### config.mk
export PLATFORM = sky130hd
export DESIGN_NAME = adder_exerciser_flat
export DESIGN_NICKNAME = d
export VERILOG_FILES = /design/src/rtl/adder_exerciser_pkg.sv /design/src/rtl/adder_exerciser_if.sv /design/src/rtl/adder_exerciser_expect_pipe.sv /design/src/rtl/adder_exerciser.sv /design/src/flat_wrapper.sv
export SDC_FILE = /design/constraint.sdc
export NUM_CORES = 1
export LEC_CHECK = 0
export BUFFER_PORTS_ARGS = -buffer_cell sky130_fd_sc_hd__buf_4
export CORE_MARGIN = 2
export CORE_UTILIZATION = 51
export CTS_BUF_LIST = sky130_fd_sc_hd__clkbuf_8
export DETAILED_ROUTE_END_ITERATION = 8
export HOLD_SLACK_MARGIN = 0.12
export PLACE_DENSITY_LB_ADDON = 0.25
export SYNTH_ARGS = -nofsm -noshare
export SYNTH_HDL_FRONTEND = slang
export SYNTH_SLANG_ARGS = --single-unit
### constraint.sdc
create_clock -name clk -period 5.4 [get_ports clk]
set_input_delay 0.27 -clock clk [delete_from_list [all_inputs] [get_ports clk]]
set_output_delay 0.27 -clock clk [all_outputs]
set_load 0.01 [all_outputs]
### src/rtl/adder_exerciser_pkg.sv
`default_nettype none
// ============================================================================
//  Module   : adder_exerciser_pkg
//  Purpose  : Shared types, constants and reference functions for the
//             one-bit full-adder exerciser.
//  Contents : state_e     - exerciser FSM states
//             expect_t    - {s, cout, valid} record carried by the expect pipe
//             NUM_VECTORS - number of {A,B,Cin} combinations driven per run
//             exp_sum()   - expected sum of vector i (parity)
//             exp_cout()  - expected carry of vector i (majority)
//  Revision : 1.0 - initial release
// ============================================================================
package adder_exerciser_pkg;

    typedef enum logic [1:0] {
        ST_IDLE  = 2'd0,
        ST_DRIVE = 2'd1,
        ST_DRAIN = 2'd2,
        ST_DONE  = 2'd3
    } state_e;

    typedef struct packed {
        logic s;
        logic cout;
        logic valid;
    } expect_t;

    localparam int NUM_VECTORS = 8;

    function automatic logic exp_sum(input logic [2:0] i);
        return ^i;
    endfunction

    function automatic logic exp_cout(input logic [2:0] i);
        return (i[2] & i[1]) | (i[2] & i[0]) | (i[1] & i[0]);
    endfunction

endpackage
`default_nettype wire

### src/rtl/adder_exerciser_if.sv
`default_nettype none
// ============================================================================
//  Module   : adder_exerciser_if
//  Purpose  : Link between the exerciser (initiator) and the far-side
//             registered full adder.
//  Signals  : A, B, Cin - stimulus, initiator -> adder
//             S, Cout   - response, adder -> initiator
//  Modports : master - exerciser side
//             slave  - adder side
//  Revision : 1.0 - initial release
// ============================================================================
interface adder_exerciser_if;
    logic A;
    logic B;
    logic Cin;
    logic S;
    logic Cout;

    modport master (output A, output B, output Cin, input S, input Cout);
    modport slave  (input A, input B, input Cin, output S, output Cout);
endinterface
`default_nettype wire

### src/rtl/adder_exerciser_expect_pipe.sv
`default_nettype none
// ============================================================================
//  Module   : expect_pipe
//  Purpose  : LATENCY-deep shift register carrying the expected response of
//             each launched vector, so it emerges on the edge that samples
//             the adder's answer for that vector.
//  Ports    : clk    in  clock, rising edge
//             rst_n  in  asynchronous active-low reset, clears every stage
//             d_i    in  expected {s, cout, valid} entering on launch
//             q_o    out expected {s, cout, valid} due for compare now
//  Params   : LATENCY - number of stages (1..15)
//  Revision : 1.0 - initial release
// ============================================================================
module expect_pipe
    import adder_exerciser_pkg::*;
#(
    parameter int LATENCY = 3
) (
    input  logic    clk,
    input  logic    rst_n,
    input  expect_t d_i,
    output expect_t q_o
);

    expect_t stage_q [LATENCY];

    always_ff @(posedge clk or negedge rst_n) begin
        if (!rst_n) begin
            for (int i = 0; i < LATENCY; i++) begin
                stage_q[i] <= '0;
            end
        end else begin
            stage_q[0] <= d_i;
            for (int i = 1; i < LATENCY; i++) begin
                stage_q[i] <= stage_q[i-1];
            end
        end
    end

    assign q_o = stage_q[LATENCY-1];

endmodule
`default_nettype wire

### src/rtl/adder_exerciser.sv
`default_nettype none
// ============================================================================
//  Module   : adder_exerciser
//  Purpose  : On a start pulse, drives all eight {A,B,Cin} combinations into
//             the far-side registered full adder (one per cycle, A = MSB),
//             compares each returned {S,Cout} with the expected value LATENCY
//             edges later and reports pass / saturating error count.
//  Ports    : clk          in  clock, rising edge
//             rst_n        in  asynchronous active-low reset
//             start_i      in  run request, sampled only in IDLE
//             err_inject_i in  (ADDER_EXERCISER_ERRINJ_EN only) invert the
//                              expected S of vector 5 for this run
//             busy_o       out high in DRIVE and DRAIN
//             done_o       out one-cycle pulse at end of run
//             pass_o       out err_count == 0 at end of run, held to next start
//             err_count_o  out mismatching vectors, saturating
//             vec_idx_o    out index of vector currently driven
//             link         master side of adder_exerciser_if
//  Params   : LATENCY (1..15) launch-to-sample edges, ERR_W error count width
//  Macro    : ADDER_EXERCISER_ERRINJ_EN - adds err_inject_i self-test input
//  Revision : 1.0 - initial release
// ============================================================================
module adder_exerciser
    import adder_exerciser_pkg::*;
#(
    parameter int LATENCY = 3,
    parameter int ERR_W   = 4
) (
    input  logic             clk,
    input  logic             rst_n,
    input  logic             start_i,
`ifdef ADDER_EXERCISER_ERRINJ_EN
    input  logic             err_inject_i,
`endif
    output logic             busy_o,
    output logic             done_o,
    output logic             pass_o,
    output logic [ERR_W-1:0] err_count_o,
    output logic [2:0]       vec_idx_o,
    adder_exerciser_if.master link
);

    localparam logic [1:0]       c_IDLE    = ST_IDLE;
    localparam logic [1:0]       c_DRIVE   = ST_DRIVE;
    localparam logic [1:0]       c_DRAIN   = ST_DRAIN;
    localparam logic [1:0]       c_DONE    = ST_DONE;
    localparam logic [2:0]       c_LAST    = 3'(NUM_VECTORS - 1);
    localparam logic [ERR_W-1:0] c_ERR_ONE = ERR_W'(1);
    localparam logic [ERR_W-1:0] c_ERR_MAX = '1;

    logic [1:0]       state_q,   state_d;
    logic [2:0]       idx_q,     idx_d;
    logic [2:0]       stim_q,    stim_d;    // {A, B, Cin}
    logic [ERR_W-1:0] err_q,     err_d;
    logic             pass_q,    pass_d;
    logic [2:0]       cmp_cnt_q, cmp_cnt_d; // compares completed this run
`ifdef ADDER_EXERCISER_ERRINJ_EN
    logic             inj_q,     inj_d;
    logic             w_inj_cur;
`endif

    logic             w_launch;
    logic [2:0]       w_launch_idx;
    expect_t          w_exp_in;
    expect_t          w_exp_out;
    logic             w_mismatch;
    logic             w_last_cmp;

    expect_pipe #(
        .LATENCY (LATENCY)
    ) u_expect_pipe (
        .clk   (clk),
        .rst_n (rst_n),
        .d_i   (w_exp_in),
        .q_o   (w_exp_out)
    );

    assign w_mismatch = (link.S != w_exp_out.s) || (link.Cout != w_exp_out.cout);
    // The eighth compare of a run is the last; it may land while still in
    // DRIVE when LATENCY is 1.
    assign w_last_cmp = w_exp_out.valid && (cmp_cnt_q == c_LAST);

`ifdef ADDER_EXERCISER_ERRINJ_EN
    // Vector 0 launches on the accepting edge, before inj_q is loaded.
    assign w_inj_cur = (state_q == c_IDLE) ? err_inject_i : inj_q;
    assign w_exp_in.s = exp_sum(w_launch_idx) ^ (w_inj_cur && (w_launch_idx == 3'd5));
`else
    assign w_exp_in.s = exp_sum(w_launch_idx);
`endif
    assign w_exp_in.cout  = exp_cout(w_launch_idx);
    assign w_exp_in.valid = w_launch;

    always_comb begin
        state_d      = state_q;
        idx_d        = idx_q;
        stim_d       = stim_q;
        err_d        = err_q;
        pass_d       = pass_q;
        cmp_cnt_d    = cmp_cnt_q;
        w_launch     = 1'b0;
        w_launch_idx = 3'd0;
`ifdef ADDER_EXERCISER_ERRINJ_EN
        inj_d        = inj_q;
`endif

        if (w_exp_out.valid) begin
            cmp_cnt_d = cmp_cnt_q + 3'd1;
            if (w_mismatch && (err_q != c_ERR_MAX)) begin
                err_d = err_q + c_ERR_ONE;
            end
        end

        case (state_q)
            c_IDLE: begin
                stim_d = 3'd0;
                idx_d  = 3'd0;
                if (start_i) begin
                    state_d   = c_DRIVE;
                    err_d     = '0;
                    pass_d    = 1'b0;
                    cmp_cnt_d = 3'd0;
                    w_launch  = 1'b1;
`ifdef ADDER_EXERCISER_ERRINJ_EN
                    inj_d     = err_inject_i;
`endif
                end
            end
            c_DRIVE: begin
                if (idx_q != c_LAST) begin
                    idx_d        = idx_q + 3'd1;
                    stim_d       = idx_q + 3'd1;
                    w_launch     = 1'b1;
                    w_launch_idx = idx_q + 3'd1;
                end else begin
                    stim_d  = 3'd0;
                    state_d = w_last_cmp ? c_DONE : c_DRAIN;
                end
            end
            c_DRAIN: begin
                stim_d = 3'd0;
                if (w_last_cmp) begin
                    state_d = c_DONE;
                end
            end
            c_DONE: begin
                state_d = c_IDLE;
                idx_d   = 3'd0;
            end
            default: begin
                state_d = c_IDLE;
            end
        endcase

        // Verdict is taken from the count including the final compare.
        if ((state_d == c_DONE) && (state_q != c_DONE)) begin
            pass_d = (err_d == '0);
        end
    end

    always_ff @(posedge clk or negedge rst_n) begin
        if (!rst_n) begin
            state_q   <= c_IDLE;
            idx_q     <= 3'd0;
            stim_q    <= 3'd0;
            err_q     <= '0;
            pass_q    <= 1'b0;
            cmp_cnt_q <= 3'd0;
`ifdef ADDER_EXERCISER_ERRINJ_EN
            inj_q     <= 1'b0;
`endif
        end else begin
            state_q   <= state_d;
            idx_q     <= idx_d;
            stim_q    <= stim_d;
            err_q     <= err_d;
            pass_q    <= pass_d;
            cmp_cnt_q <= cmp_cnt_d;
`ifdef ADDER_EXERCISER_ERRINJ_EN
            inj_q     <= inj_d;
`endif
        end
    end

    assign link.A      = stim_q[2];
    assign link.B      = stim_q[1];
    assign link.Cin    = stim_q[0];
    assign busy_o      = (state_q == c_DRIVE) || (state_q == c_DRAIN);
    assign done_o      = (state_q == c_DONE);
    assign pass_o      = pass_q;
    assign err_count_o = err_q;
    assign vec_idx_o   = idx_q;

endmodule
`default_nettype wire
### src/flat_wrapper.sv
// flat-port wrapper written by rule: the top's interface ports become plain ports
module adder_exerciser_flat import adder_exerciser_pkg::*;
#(
    parameter int LATENCY = 3,
    parameter int ERR_W   = 4
)
  (clk, rst_n, start_i, busy_o, done_o, pass_o, err_count_o, vec_idx_o, link_A, link_B, link_Cin, link_S, link_Cout);
  adder_exerciser_if link_i ();
  input  logic clk;
  input  logic rst_n;
  input  logic start_i;
  output logic busy_o;
  output logic done_o;
  output logic pass_o;
  output logic [ERR_W-1:0] err_count_o;
  output logic [2:0] vec_idx_o;
  output wire logic [$bits(link_i.A)-1:0] link_A;
  output wire logic [$bits(link_i.B)-1:0] link_B;
  output wire logic [$bits(link_i.Cin)-1:0] link_Cin;
  input wire logic [$bits(link_i.S)-1:0] link_S;
  input wire logic [$bits(link_i.Cout)-1:0] link_Cout;
  assign link_A = link_i.A;
  assign link_B = link_i.B;
  assign link_Cin = link_i.Cin;
  assign link_i.S = link_S;
  assign link_i.Cout = link_Cout;
  adder_exerciser #(.LATENCY(LATENCY), .ERR_W(ERR_W)) u_core (.clk(clk), .rst_n(rst_n), .start_i(start_i), .busy_o(busy_o), .done_o(done_o), .pass_o(pass_o), .err_count_o(err_count_o), .vec_idx_o(vec_idx_o), .link(link_i));
endmodule
After elaboration in Yosys (flattened, before gate mapping). Index checks and enable logic that the tools add are counted.

Input bits: 5. Register bits: 25. Output and inout port bits: 13. Word-level logic and storage cells: 73.

Bitwise logic cells: 5. Reductions and logical operators: 16. Muxes and demuxes: 23. Equal/unequal tests: 11. Add/subtract/negate cells: 3.

Operators with widths (number): $mux 3 (6); $mux 4 (4); $pmux 3 s2 (2); $pmux 2 s4 (1); $reduce_bool 2->1 (4); $add 3x1->3 const B (2); $eq 2x2->1 const B (3); $mux 1 (6); $mux 2 (3); $add 4x1->4 const B (1); $logic_not 4->1 (1); $ne 4x4->1 const B (1); $reduce_and 2->1 (2); $reduce_or 2->1 (2); $and 1x1->1 (3); $eq 3x3->1 const B (1); $logic_and 1x1->1 (3); $ne 3x3->1 const B (1); $reduce_xor 3->1 (1); $eq 2x1->1 const B (1); $logic_not 2->1 (1); $logic_or 1x1->1 (2); $ne 1x1->1 (2); $ne 2x1->1 const B (1); 3 further kinds (4).

Longest topological paths before layout.
Depth after elaboration: 9. Depth in mapped cells: 8. Gate-level depth less buffers: 7.

Hierarchy. A second synthesis with hierarchy kept.

Cell total of the unflattened synthesis: 124. Area, all modules: 1317.5 sq um.

Modules (own cells, without submodules): adder_exerciser (cells an instance 112, instances 1, area each 1069.8 sq um, seq. area each 400.4 sq um); expect_pipe (cells an instance 12, instances 1, area each 247.7 sq um, seq. area each 225.2 sq um).

Worst setup path before layout. No wires, ideal clock.

Path kind: register to register. Start: register u_core.idx_q[0] (netlist: u_core.vec_idx_o[0]). End: register u_core.pass_q (netlist: u_core.pass_o). Required time: 5296 ps. Cell stages (with the launch flop): 8. Period minus slack after synthesis: 2057 ps. Data arrival time: 1954 ps. Slack: 3343 ps. Buffers on the path: 0. Library setup time: 104 ps. Cell sequence: dfrtp_1 > ha_1 > ha_1 > nand2b_2 > a22o_1 > o31a_1 > or3_1 > o41ai_2.

Word-level cells in the longest chain between the ends: 7. Elaborated cells on any way between the ends: 9. Classes of those cells: eq/ne: 2; mux: 3; reduce/logical: 4.

RTL lines: start: declaration (line adder_exerciser.sv:52) `logic [2:0] idx_q, idx_d;`; start signal: assignment (line adder_exerciser.sv:173) `idx_q <= idx_d;`; $ne 3x3->1 * (line adder_exerciser.sv:129) `if (idx_q != c_LAST) begin`; $mux 2 * (line adder_exerciser.sv:129); $pmux 2 s4 * (line adder_exerciser.sv:113) `case (state_q)`; $eq 2x2->1 * (line adder_exerciser.sv:155) `if ((state_d == c_DONE) && (state_q != c_DONE)) begin`; $logic_and 1x1->1 * (line adder_exerciser.sv:155); $reduce_bool 2->1 (no line); $reduce_and 2->1 (no line); end signal: assignment (line adder_exerciser.sv:176) `pass_q <= pass_d;`; end: declaration (line adder_exerciser.sv:55) `logic pass_q, pass_d;`.

Every way passes the cells marked *; elsewhere a longest branch is shown, timed or not. A chain may end at the register's enable or synchronous reset.

Worst setup path in the final report. Same ends and word-level chain as after synthesis.

==> impl_table.tex <==
\begin{tabular}{lr}
\hline
Metric & Value \\
\hline
\multicolumn{2}{l}{\textbf{Clocking}} \\
H-tree Lvls & 1 \\
Hold bufs inserted after CTS & 1 \\
Clock root buffer master & clkbuf\_8 \\
CTS clk-pin slew, worst paths & 90 ps \\
Clock tree from TritonCTS & built \\
Clock buffers created by TritonCTS & 3 \\
Worst skew pair latency & 260 ps \\
CTS-repair resized insts & 0 \\
Postcts setup bufs & 0 \\
TritonCTS sink count & 25 \\
Clock Tree Buf Depth & 2 \\
\multicolumn{2}{l}{\textbf{Yosys}} \\
Syn Area/Cell & 10.70 sq um \\
Proportion of synthesized chip area in sequential cells & 0.5040 \\
Yosys reg bits & 25 \\
Mapped Nets & 132 \\
Number of cells produced by synthesis & 116 \\
Adder and majority gate portion of the synthesized area & 0.1169 \\
Combined area of all synthesized cells & 1241 sq um \\
Cell variety after synth & 31 \\
Simple-Gate Fraction of Synth Area & 0.1552 \\
Synth Area in Compound Gates & 0.1220 \\
Combinational family with the most area after synthesis & simple AND/OR/NAND/NOR gates \\
Count of synthesis-stage warnings from yosys & 0 \\
Proportion of synthesized area in mux cells & 0.02419 \\
Parity-gate share of the synthesized area counting xor and xnor cells & 0.03528 \\
\multicolumn{2}{l}{\textbf{Floorplan}} \\
Die Width & 53.33 um \\
Total core area & 2255 sq um \\
Total Die Area & 2844 sq um \\
Starting Density & 0.5505 \\
Vert. Die Dim & 53.33 um \\
Placement Rows & 17 \\
IO Pins & 18 \\
\multicolumn{2}{l}{\textbf{Hold path}} \\
Cell depth of the worst hold path & 3 \\
Hold path start & start\_i \\
Terminating pin of the worst hold path & u\_core.u\_expect\_pipe.stage\_q[6] \\
Min-delay worst type & primary input to flop \\
\multicolumn{2}{l}{\textbf{STA}} \\
Setup repair after global routing missed its margin & no \\
Worst clock skew & 2.139 ps \\
Share of the clock period used by the worst path & 0.4265 \\
Smallest hold slack & 298.0 ps \\
Final worst path period need & 2303 ps \\
Max-slew violation count & 0 \\
Worst slew pin tran & 387.2 ps \\
Least setup slack across all paths after layout & 3097 ps \\
Final setup violating endpoints & 0 \\
Sum of negative setup slack & 0 ps \\
Fin. Hold Viols & 0 \\
Tightest slew margin relative to the limit & 0.7386 \\
F\_max & 0.4342 GHz \\
\multicolumn{2}{l}{\textbf{Routing}} \\
Number of remaining DRC errors & 0 \\
Wire per inst & 12.52 um \\
Count of vias placed by the detailed router & 847 \\
Number of iterations in the first detailed-routing pass & 4 \\
Initial drt markers & 7 \\
Vias per inst & 5.228 \\
Post-detailed-routing wire length & 2028 um \\
Number of nets with antenna violations after detailed routing & 0 \\
\multicolumn{2}{l}{\textbf{Worst setup path}} \\
Kind of end point of the critical path & flop \\
Critical path required time & 5570 ps \\
Launching element type of the critical path & flop \\
Critical register-to-register path startpoint & u\_core.vec\_idx\_o[0] \\
Crit path arrival time & 2470 ps \\
RR Endpoint & u\_core.pass\_o \\
Register-to-Register Path Depth & 7 \\
R2R Setup Slk & 3100 ps \\
Critical path class & flop to flop \\
Worst setup startpoint & u\_core.vec\_idx\_o[0] \\
Worst-path maximum fanout & 11 \\
\multicolumn{2}{l}{\textbf{Layout}} \\
Leading cell types in the layout, fill and taps excluded & dfrtp\_1, buf\_4, nand2\_1 \\
Filler Cells Inserted & 194 \\
Layout area overhead & 15.12\% \\
Share of post-route cells with drive strength above 1 & 0.2015 \\
Net count, final & 151 \\
Diode insertion count for antenna repair & 0 \\
Most common cell after layout, fill and taps aside & dfrtp\_1 \\
\multicolumn{2}{l}{\textbf{Place}} \\
Detailed placement HPWL & 1536 um \\
IO buf count & 17 \\
Last weighted congestion value of the routability-driven placer & 0.8172 \\
Post-placement worst setup slack & 3128 ps \\
\multicolumn{2}{l}{\textbf{Global route}} \\
Number of antenna violations at the first check in global routing & 0 \\
Vias in the first global route & 817 \\
All-layer global routing usage & 0.1752 \\
Wire length of the first global-routing pass & 3546 um \\
Maximum number of pins on one net before global-route repair & 26 \\
GRT Residual Overflow & 0 \\
\multicolumn{2}{l}{\textbf{Power and ir drop}} \\
Static Leakage & 0.6889 nW \\
Pwr dens & 286.5 nW/um\^{}2 \\
Worst VDD drop & 0.0002316 V \\
\multicolumn{2}{l}{\textbf{Run status}} \\
Run status & completed \\
\multicolumn{2}{l}{\textbf{Job}} \\
Maximum Capacitance Violations & 0 \\
\hline
\end{tabular}
-- layout make-up --
class	instances	area (sq um)	share of cell area
clock buffers	3	41.29	0.02890
clock inverters	1	7.507	0.005254
inverters	5	18.77	0.01313
multi-input cells	82	563.0	0.3940
flip-flops and latches	25	625.6	0.4378
well taps	28	35.03	0.02452
repair buffers	18	137.6	0.09632
-- flip-flops by register name, summed over array words and instances, names as in the netlist --
name / flops
u_core.state_q: 2
u_core.stim_q: 3
u_core.err_count_o: 4
u_core.vec_idx_o: 3
u_core.u_expect_pipe.stage_q: 6
u_core.u_expect_pipe.q_o: 3
u_core.pass_o: 1
u_core.cmp_cnt_q: 3
-- power breakdown --
group	switching (W)	leakage, nW	internal (W)
Clock	0.0000585	0.0217	0.0000522
Sequential	0.0000214	0.305	0.000201
Combinational	0.0000390	0.362	0.0000375
Total	0.000119	0.689	0.000291
-- Yosys cell counts (all sizes together) --
cell,instances,area (sq um)
a211oi,1,7.510
a21oi,3,15.01
a22o,2,17.52
and2,3,20.02
buf,3,30.03
clkbuf,1,3.750
dfrtp,25,625.6
fa,1,20.02
ha,10,125.1
inv,5,18.77
mux2i,3,30.03
nand2,17,66.32
nand2b,1,8.760
nand3,4,20.02
nor2,10,37.54
nor2b,1,6.260
nor3,1,5.000
nor3b,1,7.510
nor4b,1,8.760
o211ai,1,12.51
o21ai,11,55.05
o22a,1,10.01
o311ai,1,8.760
o31a,1,8.760
o41ai,1,16.27
or3,2,12.51
xnor2,2,17.52
xor2,3,26.28
-- kinds of logic (layout without fill, tap and decap cells) --
logic type | Yosys count | in the layout
AND/OR/NAND/NOR | 41 | 41
XOR/XNOR | 5 | 5
flip-flops | 25 | 25
multiplexers | 3 | 3
buffers and inverters | 9 | 27
AO/OA/AOI/OAI | 22 | 22
adder cells (fa/ha/maj) | 11 | 11
-- worst max-delay path, stage by stage (launching register included) --
cell and delay [ps]:
dfrtp_1 450, ha_1 230, ha_1 290, nand2b_2 240
a22o_1 220, o31a_1 130, or3_1 370, o41ai_2 280
-- layer usage --
layer	wire (um)	up-vias	GRT usage
met5	0	-	0
li1	-	426	-
met4	20	0	0.06410
met3	78	4	0.03390
met2	969	18	0.2881
met1	959	399	0.2275
-- how the worst max path moves through the flow --
stage,to
final,u_core.pass_o
after global placement,u_core.pass_o
after CTS,u_core.pass_o
after floorplan,u_core.pass_o
after detailed placement,u_core.pass_o
after global routing,u_core.pass_o
-- through the flow --
stage	utilization	power, W	area [sq um]	std cells
floorplan	-	0.0002641	1241	116
global placement	0.6077	0.0002993	1370	157
detailed placement	0.6077	0.0003032	1370	157
CTS	0.6337	0.0004146	1429	162
global route	0.6337	0.0004353	1429	162
finish	0.6337	0.0004094	1429	162
Power figures use the tool's default switching activity.
